===== config.mk =====
export PLATFORM = sky130hd
export DESIGN_NAME = controle_elevador_n_andares
export DESIGN_NICKNAME = d
export VERILOG_FILES = /design/src/rtl/elevador_pkg.sv /design/src/rtl/gerenciador_requisicoes.sv /design/src/rtl/controle_elevador_n_andares.sv
export SDC_FILE = /design/constraint.sdc
export NUM_CORES = 1
export LEC_CHECK = 0
export CAP_MARGIN = 30
export CORE_MARGIN = 4
export CORE_UTILIZATION = 50
export DETAILED_ROUTE_END_ITERATION = 8
export GPL_ROUTABILITY_DRIVEN = 0
export HOLD_SLACK_MARGIN = 0.1
export PLACE_DENSITY = 0.77
export SYNTH_ARGS = -nofsm -noshare
export SYNTH_HDL_FRONTEND = slang
export SYNTH_HIERARCHICAL = 1
export SYNTH_SLANG_ARGS = --single-unit

===== constraint.sdc =====
create_clock -name clock_in -period 2.45 [get_ports clock_in]
set_input_delay 0.49 -clock clock_in [delete_from_list [all_inputs] [get_ports clock_in]]
set_output_delay 0.49 -clock clock_in [all_outputs]
set_load 0.02 [all_outputs]

===== src/rtl/elevador_pkg.sv =====
// Shared definitions for the elevator controller slice.
//   estado_t     : controller state encoding (PARADO, MOVENDO, PORTA)
//   SUBIDA/DESCIDA: direction register values
//   larguraMin1  : clog2 with a floor of 1, used for index and counter widths
package elevador_pkg;

    typedef enum logic [1:0] {
        PARADO  = 2'd0,
        MOVENDO = 2'd1,
        PORTA   = 2'd2
    } estado_t;

    localparam logic SUBIDA  = 1'b1;
    localparam logic DESCIDA = 1'b0;

    function automatic int unsigned larguraMin1(input int unsigned n);
        int unsigned r;
        r = $clog2(n);
        if (r < 1) r = 1;
        return r;
    endfunction

endpackage


===== src/rtl/gerenciador_requisicoes.sv =====
// Pending-call manager: latches call buttons into a registered set and
// reports whether any pending call lies above or below the current floor.
//   clock_in     : clock, rising edge
//   reset        : synchronous, active-high; empties the pending set
//   requisicao   : call buttons, one bit per floor (pulse is enough)
//   clear_onehot : floors to drop from the set on this edge
//   andar        : current floor index
//   pend         : registered pending set
//   acima/abaixo : some pending call is above / below andar
module gerenciador_requisicoes
    import elevador_pkg::*;
#(
    parameter int unsigned N_ANDARES = 4,
    parameter int unsigned W         = 2
) (
    input  logic                 clock_in,
    input  logic                 reset,
    input  logic [N_ANDARES-1:0] requisicao,
    input  logic [N_ANDARES-1:0] clear_onehot,
    input  logic [W-1:0]         andar,
    output logic [N_ANDARES-1:0] pend,
    output logic                 acima,
    output logic                 abaixo
);

    logic [31:0] andarExt;

    assign andarExt = 32'(andar);

    always_ff @(posedge clock_in) begin
        if (reset) begin
            pend <= '0;
        end else begin
            pend <= (pend | requisicao) & ~clear_onehot;
        end
    end

    always_comb begin
        acima  = 1'b0;
        abaixo = 1'b0;
        for (int unsigned i = 0; i < N_ANDARES; i++) begin
            if (pend[i] && (i > andarExt)) acima  = 1'b1;
            if (pend[i] && (i < andarExt)) abaixo = 1'b1;
        end
    end

endmodule


===== src/rtl/controle_elevador_n_andares.sv =====
// Elevator controller for N floors with SCAN service order, per-floor travel
// time and a timed door-open phase.
//   clock_in     : clock, rising edge
//   reset        : synchronous, active-high; returns the car to floor 0 at once
//   requisicao   : call buttons, one bit per floor
//   andar        : current floor (registered)
//   S            : 1 while moving up
//   P            : 1 while the car is not moving (PARADO or PORTA)
//   porta_aberta : 1 while the door is open
//   pendentes    : registered pending-call set
module controle_elevador_n_andares
    import elevador_pkg::*;
#(
    parameter int unsigned N_ANDARES    = 4,
    parameter int unsigned CICLOS_ANDAR = 4,
    parameter int unsigned CICLOS_PORTA = 3,
    localparam int unsigned W           = larguraMin1(N_ANDARES)
) (
    input  logic                 clock_in,
    input  logic                 reset,
    input  logic [N_ANDARES-1:0] requisicao,
    output logic [W-1:0]         andar,
    output logic                 S,
    output logic                 P,
    output logic                 porta_aberta,
    output logic [N_ANDARES-1:0] pendentes
);

    localparam int unsigned WA = larguraMin1(CICLOS_ANDAR);
    localparam int unsigned WP = larguraMin1(CICLOS_PORTA);

    localparam logic [WA-1:0]        FIM_ANDAR = WA'(CICLOS_ANDAR - 1);
    localparam logic [WP-1:0]        FIM_PORTA = WP'(CICLOS_PORTA - 1);
    localparam logic [W-1:0]         ULTIMO    = W'(N_ANDARES - 1);
    localparam logic [N_ANDARES-1:0] BIT0      = {{(N_ANDARES-1){1'b0}}, 1'b1};

    estado_t              estado, estadoProx;
    logic                 dirUp, dirUpProx;
    logic [W-1:0]         andarProx;
    logic [WA-1:0]        contAndar, contAndarProx;
    logic [WP-1:0]        contPorta, contPortaProx;
    logic [N_ANDARES-1:0] pend;
    logic [N_ANDARES-1:0] clearOnehot;
    logic                 acima, abaixo;

    gerenciador_requisicoes #(
        .N_ANDARES (N_ANDARES),
        .W         (W)
    ) uRequisicoes (
        .clock_in     (clock_in),
        .reset        (reset),
        .requisicao   (requisicao),
        .clear_onehot (clearOnehot),
        .andar        (andar),
        .pend         (pend),
        .acima        (acima),
        .abaixo       (abaixo)
    );

    always_ff @(posedge clock_in) begin
        if (reset) begin
            estado    <= PARADO;
            dirUp     <= SUBIDA;
            andar     <= '0;
            contAndar <= '0;
            contPorta <= '0;
        end else begin
            estado    <= estadoProx;
            dirUp     <= dirUpProx;
            andar     <= andarProx;
            contAndar <= contAndarProx;
            contPorta <= contPortaProx;
        end
    end

    always_comb begin
        estadoProx    = estado;
        dirUpProx     = dirUp;
        andarProx     = andar;
        contAndarProx = contAndar;
        contPortaProx = contPorta;

        case (estado)
            PARADO: begin
                if (pend[andar]) begin
                    estadoProx    = PORTA;
                    contPortaProx = '0;
                end else if (dirUp ? acima : abaixo) begin
                    estadoProx    = MOVENDO;
                    contAndarProx = '0;
                end else if (dirUp ? abaixo : acima) begin
                    dirUpProx     = ~dirUp;
                    estadoProx    = MOVENDO;
                    contAndarProx = '0;
                end
            end

            MOVENDO: begin
                if (contAndar == FIM_ANDAR) begin
                    contAndarProx = '0;
                    if (dirUp && (andar != ULTIMO)) begin
                        andarProx = andar + 1'b1;
                    end else if (!dirUp && (andar != '0)) begin
                        andarProx = andar - 1'b1;
                    end
                    // acima/abaixo are relative to the floor being left; once
                    // pend[andarProx] is known to be 0 they equal "a call beyond
                    // the arrival floor" in the travel direction.
                    if (pend[andarProx]) begin
                        estadoProx    = PORTA;
                        contPortaProx = '0;
                    end else if (!(dirUp ? acima : abaixo)) begin
                        estadoProx = PARADO;
                    end
                end else begin
                    contAndarProx = contAndar + 1'b1;
                end
            end

            PORTA: begin
                if (contPorta == FIM_PORTA) begin
                    estadoProx    = PARADO;
                    contPortaProx = '0;
                end else begin
                    contPortaProx = contPorta + 1'b1;
                end
            end

            default: begin
                estadoProx = PARADO;
            end
        endcase
    end

    // Current-floor call is dropped on the edge entering the door phase and on
    // every edge taken while the door is open, so repeat presses are absorbed.
    always_comb begin
        clearOnehot = '0;
        if ((estado == PORTA) || (estadoProx == PORTA)) begin
            clearOnehot = BIT0 << andarProx;
        end
    end

    assign S            = (estado == MOVENDO) && (dirUp == SUBIDA);
    assign P            = (estado != MOVENDO);
    assign porta_aberta = (estado == PORTA);
    assign pendentes    = pend;

endmodule


==> results.cfg <==
[grt]
grt_pass1_wl_um = 3510
grt_max_degree = 11
antenna_found_initial = 0
track_usage = 0.184
grt_pass1_vias = 746
grt_overflow_total = 0

[hold_path]
hold_path_end = contAndar[1]$_SDFFE_PP0P_
holdCritPathClass = reg -> reg
whs_path_depth = 2
min_from = contAndar[1]$_SDFFE_PP0P_

[cells_and_area]
seqCellArea_um2 = 262
finalNetCount = 130
fill_cells = 127
drive_gt1_frac = 0.126
n_antenna_cell = 0
final_cell_mix = clkdlybuf4s50_1, nor2_1, dfxtp_1
syn2layout_area_growth_pct = 25.7
final_core_util = 0.675
finalInstanceArea_um2 = 1040
multi_input_area_um2 = 543
finalNonFillerCells = 135
layout.cells.most_common = clkdlybuf4s50_1

[synthesis]
synth-adder-area-share = 0.0605
synth_edf_count = 0
synth_mux_area_frac = 0.0862
avgSynthCellArea_um2 = 8.27
netlist_instances = 100
yosysSeqAreaShare = 0.315
yosys_warnings = 6
synthSimpleGateAreaFrac = 0.259
ys.flop_type = dfxtp_1
synth-xor-area-share = 0.0318
synth_top_family_by_area = simple AND/OR/NAND/NOR gates
synthesis.nets = 110
ys_types = 32
synth.ff_latch_count = 13
async_flop_share = 0
synth_area_um2 = 827
synth_compound_area_frac = 0.203

[sta]
finalMaxSlewViolations = 0
worst_pin_slew_ps = 483
final-setup-viol-count = 0
slew-limit-headroom = 0.678
post-route-period-util = 0.965
worst_slack_ps = 85.3
final.min_clock_period_ps = 2360
finalHoldViolations = 0
timing.fmax_ghz = 0.423
skew_ps = 5.76

[floorplan]
coreArea_um2 = 1540
die_area_um2 = 2370
pin_count = 15
start_util = 0.537
die_w_um = 48.7
die_height_um = 48.7
placementRows = 14

[placed_design]
dpl.cell_count = 131
placed_cell_area_um2 = 998
portBuffers = 14
pre_cts_slack_ps = 101
dp_hpwl_um = 1510

[pwr]
leakagePower_nw = 0.427
finalPower_uw = 655
peakVddDrop_uv = 454
p_per_area_nw_per_um2 = 630

[setup_path]
start_kind = flip-flop
r2r-start = andar[0]$_SDFF_PP0_
crit_start = estado[0]$_SDFF_PP0_
crit_chain = nor2b_1 -> inv_1 -> nor2_1 -> clkdlybuf4s50_1
end_kind = primary output
required_ps = 1960
cp.arrival_ps = 1870
crit_slowest_cell = clkdlybuf4s50_1
crit_fanout = 6
reg2reg_to = uRequisicoes/pend[2]$_SDFF_PP0_
reg2reg_slack_ps = 190
slowest_delay_ps = 610
r2r_cells = 8
critPathKind = reg -> out

[clock_network]
clockBufferDepth = 2
cts_inserted_buffers = 3
clock-sinks = 13
cts_hold_buf = 0
htreeDepth = 1
tritoncts = built
clock_latency_ps = 280
root_buffer = clkbuf_4
clk_pin_slew_worst_paths_ps = 80

[route]
avgRoutedWirePerCell_um = 15.0
post-route-drc-count = 0
viasPerCell = 6.13
ant_nets = 0
vias = 827
wl_um = 2030
first_pass_iters = 5
dr.first_iter.drc_count = 19

[flow_run]
maxCapViolCount = 0

[run_status]
status = finished, final reports clean
==> final cells by class <==
class | instances | area share
multi-input combinational | 77 | 0.522
sequential | 13 | 0.252
timing repair buffer | 16 | 0.149
inverter | 9 | 0.0325
clock buffer | 4 | 0.0253
tap | 16 | 0.0193
==> critical path, delay by kind of cell, from the launching register on <==
kind / cells / cell delay, ps
buffers and inverters: 2 / 780
DFF: 1 / 410
and+or+nand+nor: 2 / 420
==> worst max path at each step <==
stage,endpoint,slack (ps),cells past startpoint
2_1_floorplan,uRequisicoes/pend[1]$_SDFF_PP0_,30,8
3_3_place_gp,uRequisicoes/pend[1]$_SDFF_PP0_,190,8
3_5_place_dp,uRequisicoes/pend[2]$_SDFF_PP0_,100,8
4_1_cts,uRequisicoes/pend[2]$_SDFF_PP0_,80,8
5_1_grt,S,-20,4
6_report,S,90,4
==> kinds of logic after synthesis <==
family / count (synthesis)
fa+ha+maj: 4
xor+xnor: 3
buf+inv: 10
mux: 5
flops: 13
simple gates: 41
compound gates: 24
==> where the power goes <==
part	switching (mW)	internal (mW)
clock	0.0729	0.0632
combinational	0.135	0.111
sequential	0.0342	0.238
total	0.242	0.413
==> layer usage <==
layer	up-vias	GRT usage	part of all wire
met4	0	0.0673	0.016
met3	5	0.0368	0.050
met5	-	0	0
met2	29	0.270	0.49
li1	404	-	-
met1	389	0.263	0.44
==> registers in the layout, summed over array words and instances (netlist names) <==
| name | count |
|---|---|
| andar | 2 |
| dirUp | 1 |
| contPorta | 2 |
| estado | 2 |
| uRequisicoes/pend | 4 |
| contAndar | 2 |
==> Yosys cell counts, drive strengths merged, types with 2 or more instances <==
cell	instances	area share
nand4b	2	0.021
a21oi	4	0.024
a211oi	6	0.061
xnor2	3	0.032
o21ai	5	0.030
a21o	3	0.030
nor2	12	0.054
nor2b	3	0.023
mux2i	3	0.041
nand2	4	0.018
inv	9	0.041
dfxtp	13	0.31
nand2b	2	0.015
a31oi	2	0.015
nor3	8	0.048
ha	4	0.061
nand3	5	0.030
==> stage by stage <==
stage	hold WS (ps)	TNS (ps)
6_report	489	0
5_1_grt	515	-18.1
4_1_cts	488	0
3_5_place_dp	476	0
3_3_place_gp	464	0
2_1_floorplan	452	0
==> timing repair <==
action | 4_1_cts | 5_1_grt
buffers inserted | 0 | 0
resized for setup | 0 | 3
setup endpoints to repair | 0 | 4
(Power assumes the default switching activity.)
